===== src/rtl/pn_checker_lock_monitor.sv =====
// Loss-of-lock window monitor: counts checked bits and errors per WIN-bit
// window and pulses lose_lock when a window closes with >= LOSS_THR errors.
module pn_lock_monitor #(
  parameter int unsigned WIN      = 64,
  parameter int unsigned LOSS_THR = 8
) (
  input  logic clk,
  input  logic rst,
  input  logic clear,
  input  logic bit_valid,
  input  logic bit_err,
  output logic lose_lock
);
  localparam int unsigned CW = $clog2(WIN + 1);

  logic [CW-1:0] win_bits;
  logic [CW-1:0] win_errs;
  logic [CW-1:0] errs_next;

  // The window-closing bit's own error is included in the threshold compare.
  always_comb begin
    errs_next = win_errs + CW'(bit_err);
  end

  always_ff @(posedge clk) begin
    if (rst || clear) begin
      win_bits  <= '0;
      win_errs  <= '0;
      lose_lock <= 1'b0;
    end else begin
      lose_lock <= 1'b0;
      if (bit_valid) begin
        if (32'(win_bits) == WIN - 1) begin
          lose_lock <= (32'(errs_next) >= LOSS_THR);
          win_bits  <= '0;
          win_errs  <= '0;
        end else begin
          win_bits <= win_bits + CW'(1);
          win_errs <= errs_next;
        end
      end
    end
  end
endmodule


===== config.mk =====
export PLATFORM = sky130hd
export DESIGN_NAME = pn_lock_monitor
export DESIGN_NICKNAME = d
export VERILOG_FILES = /design/src/rtl/pn_checker_lock_monitor.sv
export SDC_FILE = /design/constraint.sdc
export NUM_CORES = 1
export LEC_CHECK = 0
export CAP_MARGIN = 30
export CORE_MARGIN = 10
export CORE_UTILIZATION = 40
export DETAILED_ROUTE_END_ITERATION = 10
export HOLD_SLACK_MARGIN = 0.05
export SLEW_MARGIN = 15
export SYNTH_ARGS = -nofsm -noshare
export SYNTH_HDL_FRONTEND = slang
export SYNTH_SLANG_ARGS = --single-unit
export TNS_END_PERCENT = 100

===== constraint.sdc =====
create_clock -name clk -period 2.7 [get_ports clk]
set_input_delay 0.54 -clock clk [delete_from_list [all_inputs] [get_ports clk]]
set_output_delay 0.54 -clock clk [all_outputs]
set_load 0.01 [all_outputs]

---- After elaboration in Yosys (flattened, before gate mapping) ----
Index checks and enable logic that the tools add are counted.
Widths: inputs -> output; s select.
operators by class
  $add $sub $neg .......................... 2
  magnitude comparators ................... 1
  equality and inequality tests ........... 1
  muxes and demuxes ....................... 2
  bitwise gates (word level) .............. 2
  reduce and logical (&&, ||, !) cells .... 2
operators with widths
  operator             number
  $mux 7               2
  $add 7x1->7          1
  $add 7x1->7 const B  1
  $eq 7x6->1 const B   1
  $ge 7x4->1 const B   1
  $reduce_or 3->1      1
  $not 1->1            2
  $logic_or 1x1->1     1
storage, ports and cells
  register bits after elaboration ......... 15
  input bits .............................. 5
  output and inout bits ................... 1

---- Depth between registers and ports, before layout ----
Gate-level depths: netlist (run 1).
  word-level depth ........................ 3
  gate-level depth with buffers ........... 6
  depth with buffers taken out ............ 6

---- Least setup slack after synthesis (run 1) ----
Ideal clock, no wire load.
  path kind ............................... input -> register
  from .................................... in bit_err
  to ...................................... reg win_errs[4]
  library setup time ...................... 0.074 ns
  data arrival time ....................... 1.454 ns
  required time ........................... 2.626 ns
  slack ................................... 1.171 ns
  cell stages on the path ................. 5
  buffers on the path ..................... 0
  cells stage by stage .................... ha_1 ha_1 nand3_1 or3_1 a31oi_1
between the ends
  word-level cells in the longest chain between the ends .. 2
RTL lines
  what                  RTL line  text
  from (decl)           11        input logic bit_err,
  $add 7x1->7           22        errs_next = win_errs + CW'(bit_err);
  $mux 7                33        if (32'(win_bits) == WIN - 1) begin
  to (signal assigned)  39        win_errs <= errs_next;
  to (decl)             17        logic [CW-1:0] win_errs;
No other way between the ends.
A chain may end at the register's enable or synchronous reset.

---- Final worst setup path (run 1) ----
Same ends and word-level chain as after synthesis.

==> results.sh, run 1 <==
export IMPL_drtAntennaViolNets=0
export IMPL_power_share_clock_pct=34.4
export IMPL_timing_fmax_mhz=553
export IMPL_cts_root_buf="clkbuf_4"
export IMPL_cts_resized=0
export IMPL_drv_slew=0
export IMPL_vias=660
export IMPL_multiInputGateArea_um2=454
export IMPL_critPathBufInv=1
export IMPL_rows=15
export IMPL_path_clk_slew_ns=0.09
export IMPL_cp_top_family="buffers and inverters"
export IMPL_seqCellArea_um2=300
export IMPL_netlist_area_um2=776
export IMPL_slowest_stage="clkdlybuf4s50_1"
export IMPL_grt_start_max_net_pins=13
export IMPL_cts_buffer_depth=2
export IMPL_switching_share_pct=23.0
export IMPL_fin_nets=105
export IMPL_period_share_pct=67.0
export IMPL_p_comb_share_pct=6.5
export IMPL_nFillCells=181
export IMPL_cts_buffers=3
export IMPL_cp_end_kind="flip-flop"
export IMPL_dpl_instance_area_um2=847
export IMPL_cp_required_ns=2.91
export IMPL_finalClockSkew_ns=0.00180
export IMPL_cts_tree="yes"
export IMPL_cts_hold_buf=0
export IMPL_die_height_um=64.0
export IMPL_slowest_delay_ns=0.46
export IMPL_power_frac_seq_pct=59.1
export IMPL_cap_violations=0
export IMPL_tns_ns=0
export IMPL_p_leak_nw=0.306
export IMPL_initial_core_util_pct=43.5
export IMPL_core_um2=1780
export IMPL_wire_per_inst_um=12.6
export IMPL_min_path_type="reg -> reg"
export IMPL_crit_type="in -> reg"
export IMPL_avgSynthCellArea_um2=8.62
export IMPL_gr_usage_all_layers_pct=8.07
export IMPL_relSlewSlack_pct=69.1
export IMPL_syn_instance_count=90
export IMPL_clock_sinks=15
export IMPL_drcViolationCount=0
export IMPL_drive_above_1_share_pct=8.33
export IMPL_antenna_found_initial=0
export IMPL_die_x_um=64.0
export IMPL_power_internal_uw=292
export IMPL_critPathMaxFanout=5
export IMPL_antenna_cells=0
export IMPL_power_per_cell_area_nw_per_um2=435
export IMPL_worstPathCellList="clkdlybuf4s50_1 > ha_1 > ha_1 > nand3_1 > or3_1 > a31oi_1"
export IMPL_switchingPower_uw=87.4
export IMPL_dr_pass1_iters=4
export IMPL_port_buffers=5
export IMPL_cts_max_level=1
export IMPL_finalSetupViolations=0
export IMPL_status="finished, final reports clean"
export IMPL_ys_warn_count=0
export IMPL_p_total_uw=379
export IMPL_fin_util_pct=49.0
export IMPL_fin_area_um2=873
export IMPL_drt_iter0_drc=19
export IMPL_ys_ff_latch=15
export IMPL_yosysUniqueCellTypes=37
export IMPL_min_period_ns=1.81
export IMPL_ios=6
export IMPL_viasPerCell=5.45
export IMPL_first_global_vias=631
export IMPL_ys_seq_area_share_pct=38.7
export IMPL_syn_nets=98
export IMPL_design_die_area_um2=4100
export IMPL_cts_setup_buffers=0
export IMPL_cp_data_arrival_time_ns=2.02
export IMPL_tightest_slew_ns=0.463
export IMPL_clk_latency_ns=0.28
export IMPL_finalHoldViolations=0
export IMPL_ir_drop_mv=0.287
export IMPL_area_delta_synth_final_pct=12.6
export IMPL_place_hpwl_mm=1.06
export IMPL_grt_first_pass_wirelength_mm=2.75
export IMPL_rsz0062_at_grt="false"
export IMPL_finalWirelength_mm=1.53
export IMPL_crit_top_cell="ha_1"
export IMPL_grt_ovfl_total=0
export IMPL_gp_congestion=0.736
export IMPL_start_kind="input port"
-- power by group through the flow --
stage                     registers (mW)  clock network, mW  logic, mW
after global routing               0.225              0.145     0.0279
after floorplan                    0.229                  0     0.0151
after global placement             0.229                  0     0.0250
after detailed placement           0.229                  0     0.0250
after CTS                          0.224              0.138     0.0250
final                              0.224              0.131     0.0247
-- cells in the mapped netlist --
| master | n | area [um2] |
|---|---|---|
| or2_1 | 1 | 6.26 |
| a31oi_1 | 2 | 12.5 |
| a21oi_1 | 4 | 20.0 |
| nor2_1 | 8 | 30.0 |
| o21a_1 | 1 | 7.51 |
| and3_2 | 1 | 7.51 |
| or3_1 | 1 | 6.26 |
| nor3_1 | 1 | 5.00 |
| nand3_1 | 9 | 45.0 |
| xor2_1 | 2 | 17.5 |
| a31o_2 | 2 | 17.5 |
| dfxtp_1 | 15 | 300 |
| clkbuf_1 | 2 | 7.51 |
| nand4_1 | 1 | 6.26 |
| nor4b_1 | 1 | 8.76 |
| nand2_1 | 3 | 11.3 |
| mux2i_1 | 1 | 10.0 |
| or2_0 | 1 | 6.26 |
| and3_1 | 2 | 12.5 |
| nor3b_1 | 1 | 7.51 |
| o211a_1 | 1 | 10.0 |
| o31ai_1 | 1 | 7.51 |
| xnor2_1 | 2 | 17.5 |
| nand2b_1 | 6 | 37.5 |
| a32o_1 | 1 | 10.0 |
| inv_1 | 1 | 3.75 |
| nand3b_1 | 2 | 15.0 |
| o21ai_1 | 1 | 5.00 |
| buf_2 | 2 | 10.0 |
| nor2b_1 | 2 | 12.5 |
| nand4_2 | 1 | 12.5 |
| ha_1 | 3 | 37.5 |
| and4_1 | 1 | 8.76 |
| o21bai_1 | 1 | 7.51 |
| o21ai_0 | 4 | 20.0 |
| a311oi_1 | 1 | 8.76 |
| nor4_1 | 1 | 6.26 |
-- layout by cell type, fill, tap and decap left out, drive strengths merged, types with 2 or more instances in the layout --
| cell type | count |
|---|---|
| a21oi | 4 |
| nand3 | 9 |
| xnor2 | 2 |
| o21ai | 5 |
| a31oi | 2 |
| dfxtp | 15 |
| nand3b | 2 |
| and3 | 3 |
| nand2b | 6 |
| xor2 | 2 |
| a31o | 2 |
| nand2 | 3 |
| or2 | 2 |
| nor2b | 2 |
| clkbuf | 4 |
| ha | 3 |
| nor2 | 8 |
| clkdlybuf4s50 | 5 |
| nand4 | 2 |
-- cell families (layout without fill, tap and decap cells) --
group                      count (synthesis)  count (layout)  share of synthesized area, %
buffers and inverters                      5              11                          2.74
adders and majority gates                  3               3                          4.84
muxes                                      1               1                          1.29
AOI/OAI and AO/OA                         19              19                          16.3
DFF                                       15              15                          38.7
xor gates and xnor gates                   4               4                          4.52
and+or+nand+nor                           43              43                          31.6
-- final cells by class --
cell class,instances,area share [%]
repair buffers,6,6.59
inverters,1,0.430
clock buffers,4,3.01
multi-input cells,70,52.0
flip-flops and latches,15,34.4
well taps,25,3.58
-- flip-flops by register name, summed over array words and instances (netlist names) --
register / count
win_bits: 7
win_errs: 7
lose_lock: 1
-- worst reg2reg max path, delay by kind of cell (launching register included) --
| kind | cells | cell delay, ns |
|---|---|---|
| compound gates | 1 | 0.31 |
| fa+ha+maj | 1 | 0.23 |
| flops | 1 | 0.42 |
| simple gates | 3 | 0.50 |
-- stage by stage --
step | setup WS (ns) | hold WS [ns] | cells
global route | 0.790 | 0.474 | 121
finish | 0.892 | 0.461 | 121
floorplan | 1.17 | 0.440 | 90
CTS | 0.892 | 0.467 | 121
detailed placement | 0.595 | 0.453 | 117
global placement | 0.649 | 0.449 | 117
-- per-layer routing --
metal | GRT usage [%] | routed length [um] | part of all wire [%] | vias to the layer above
met3 | 4.01 | 89 | 5.8 | 2
li1 | - | - | - | 339
met5 | 0 | 0 | 0 | -
met2 | 13.4 | 743 | 49 | 9
met4 | 1.64 | 8 | 0.52 | 0
met1 | 9.08 | 685 | 45 | 310
-- final timing paths --
check | startpoint | to | slack [ns] | cells after the start
setup / recovery | bit_err | win_errs[4] | 0.89 | 6
hold / removal | win_bits[6] | win_bits[6] | 0.46 | 1
hold reg to reg | win_bits[6] | win_bits[6] | 0.46 | 1
setup reg to reg | win_bits[0] | win_bits[5] | 1.13 | 5
Note: power is estimated with default switching activity, not from simulation.
==> inputs of run 2 (changes only) <==
- clock period: 2.7 -> 1.7 ns (I/O delays scaled with it)
==> run 2 against run 1 <==
Compared with the run above:
- sequential power grew 59%
- flip-flop and latch count stayed put
- clock skew rose by 0.0083 ns
- setup slack lost 0.75 ns
- critical path depth unchanged
- final cell count rose by 5.0%
- highest routed layer unchanged
==> results.sh, run 2 (synthesis results as in run 1) <==
export IMPL_status="finished, final reports clean"
export IMPL_grt_ovfl_total=0
export IMPL_crit_type="in -> reg"
export IMPL_cts_buffer_depth=2
export IMPL_finalClockSkew_ns=0.0101
export IMPL_dr_wl_met3_um=53
export IMPL_cts_tree="yes"
export IMPL_drv_slew=0
export IMPL_min_path_type="reg -> reg"
export IMPL_final_common_cell="dfxtp_1"
export IMPL_drtAntennaViolNets=0
export IMPL_timing_fmax_mhz=643
export IMPL_fin_nets=111
export IMPL_antenna_found_initial=0
export IMPL_route_met2_wl_um=737
export IMPL_core_um2=1780
export IMPL_ios=6
export IMPL_viasPerCell=5.32
export IMPL_top_regs="win_bits: 7 flops, win_errs: 7 flops, lose_lock: 1 flops"
export IMPL_grt_start_max_net_pins=11
export IMPL_cts_root_buf="clkbuf_4"
export IMPL_highest_layer="met4"
export IMPL_finalHoldViolations=0
export IMPL_min_period_ns=1.55
export IMPL_vias=676
export IMPL_path_clk_slew_ns=0.09
export IMPL_rsz0062_at_grt="false"
export IMPL_dr_pass1_iters=2
export IMPL_grt_first_pass_wirelength_mm=2.72
export IMPL_clock_sinks=15
export IMPL_design_die_area_um2=4100
export IMPL_hold_depth=1
export IMPL_finalWirelength_mm=1.57
export IMPL_finalSetupViolations=0
export IMPL_dpl_instance_area_um2=892
export IMPL_gr_usage_all_layers_pct=8.19
export IMPL_initial_core_util_pct=43.5
export IMPL_ff2ff_path_depth=5
export IMPL_rows=15
export IMPL_setup_ws_ns=0.146
export IMPL_p_leak_nw=0.334
export IMPL_start_kind="input port"
export IMPL_ir_drop_mv=0.488
export IMPL_cts_buffers=3
export IMPL_cts_hold_buf=0
export IMPL_gp_congestion=0.791
export IMPL_pre_cts_ws_ns=-0.153
export IMPL_power_per_cell_area_nw_per_um2=660
export IMPL_cp_required_ns=1.92
export IMPL_cp_data_arrival_time_ns=1.78
export IMPL_met1_length_um=755
export IMPL_port_buffers=5
export IMPL_cts_max_level=1
export IMPL_tns_ns=0
export IMPL_drcViolationCount=0
export IMPL_wire_per_inst_um=12.4
export IMPL_first_global_vias=635
export IMPL_tightest_slew_ns=0.309
export IMPL_drt_iter0_drc=12
export IMPL_cp_end_kind="flip-flop"
export IMPL_die_height_um=64.0
export IMPL_drive_above_1_share_pct=13.7
export IMPL_cts_setup_buffers=0
export IMPL_hold_end="win_bits[6]"
export IMPL_clk_latency_ns=0.29
export IMPL_reg2reg_from="win_bits[0]"
export IMPL_p_total_uw=606
export IMPL_fin_util_pct=51.5
export IMPL_cap_violations=0
export IMPL_period_share_pct=91.4
export IMPL_worstHoldStart="win_bits[6]"
export IMPL_area_delta_synth_final_pct=18.4
export IMPL_relSlewSlack_pct=79.2
export IMPL_cts_resized=0
export IMPL_r2r_end="win_bits[3]"
export IMPL_place_hpwl_mm=1.20
export IMPL_layout_common_cells="dfxtp_1 (15), nand3_1 (9), nor2_1 (8), buf_4 (7), nand2b_1 (6)"
export IMPL_rrSetupSlack_ns=0.23
export IMPL_die_x_um=64.0
export IMPL_critPathMaxFanout=4
export IMPL_fin_area_um2=918
export IMPL_antenna_cells=0
-- run 2: changes by cell type in the layout (fill, tap and decap cells not counted) --
cell and change:
buf_4 +6
-- run 2: per-layer routing --
layer  global-route usage (%)  up-vias
li1                         -      355
met4                     3.83        0
met3                     3.66        4
met1                     9.11      310
met2                     13.1        7
met5                        0        -
-- run 2: worst max-delay path, cell delays in order --
cell and delay (ns):
clkdlybuf4s50_1 0.46, ha_1 0.18, ha_1 0.23, nand3_1 0.11, or3_1 0.31, a31oi_1 0.15
-- run 2: through the flow --
stage,std cells,hold slack (ns)
finish,127,0.461
global route,127,0.492
CTS,127,0.467
detailed placement,123,0.455
global placement,123,0.455
floorplan,90,0.440
-- run 2: area by class of cell --
type                    instances  area [um2]
multi-input cells              70         454
flip-flops and latches         15         300
repair buffers                 12         103
inverters                       1        3.75
fillers                       180         865
well taps                      25        31.3
clock buffers                   4        26.3
-- run 2: where the power goes --
group,switching (mW),leakage [nW],internal [mW],total [mW]
clock network,0.112,0.0150,0.0912,0.204
logic,0.0209,0.198,0.0252,0.0462
registers,0.00247,0.121,0.353,0.356
total,0.136,0.334,0.470,0.606
-- run 2: how the worst max path moves through the flow --
stage | start | endpoint | slack [ns] | cells past startpoint
2_1_floorplan | win_bits[0] | win_bits[5] | 0.31 | 6
3_3_place_gp | bit_err | win_errs[4] | -0.13 | 6
3_5_place_dp | bit_err | win_errs[4] | -0.15 | 6
4_1_cts | bit_err | win_errs[4] | 0.15 | 6
5_1_grt | bit_err | win_errs[2] | 0.06 | 7
6_report | bit_err | win_errs[4] | 0.15 | 6
==> inputs of run 3 (changes only) <==
- SLEW_MARGIN: 15 -> 20
==> results of run 3 <==
No change in the layout: final DEF, timing and power equal those of run 2.
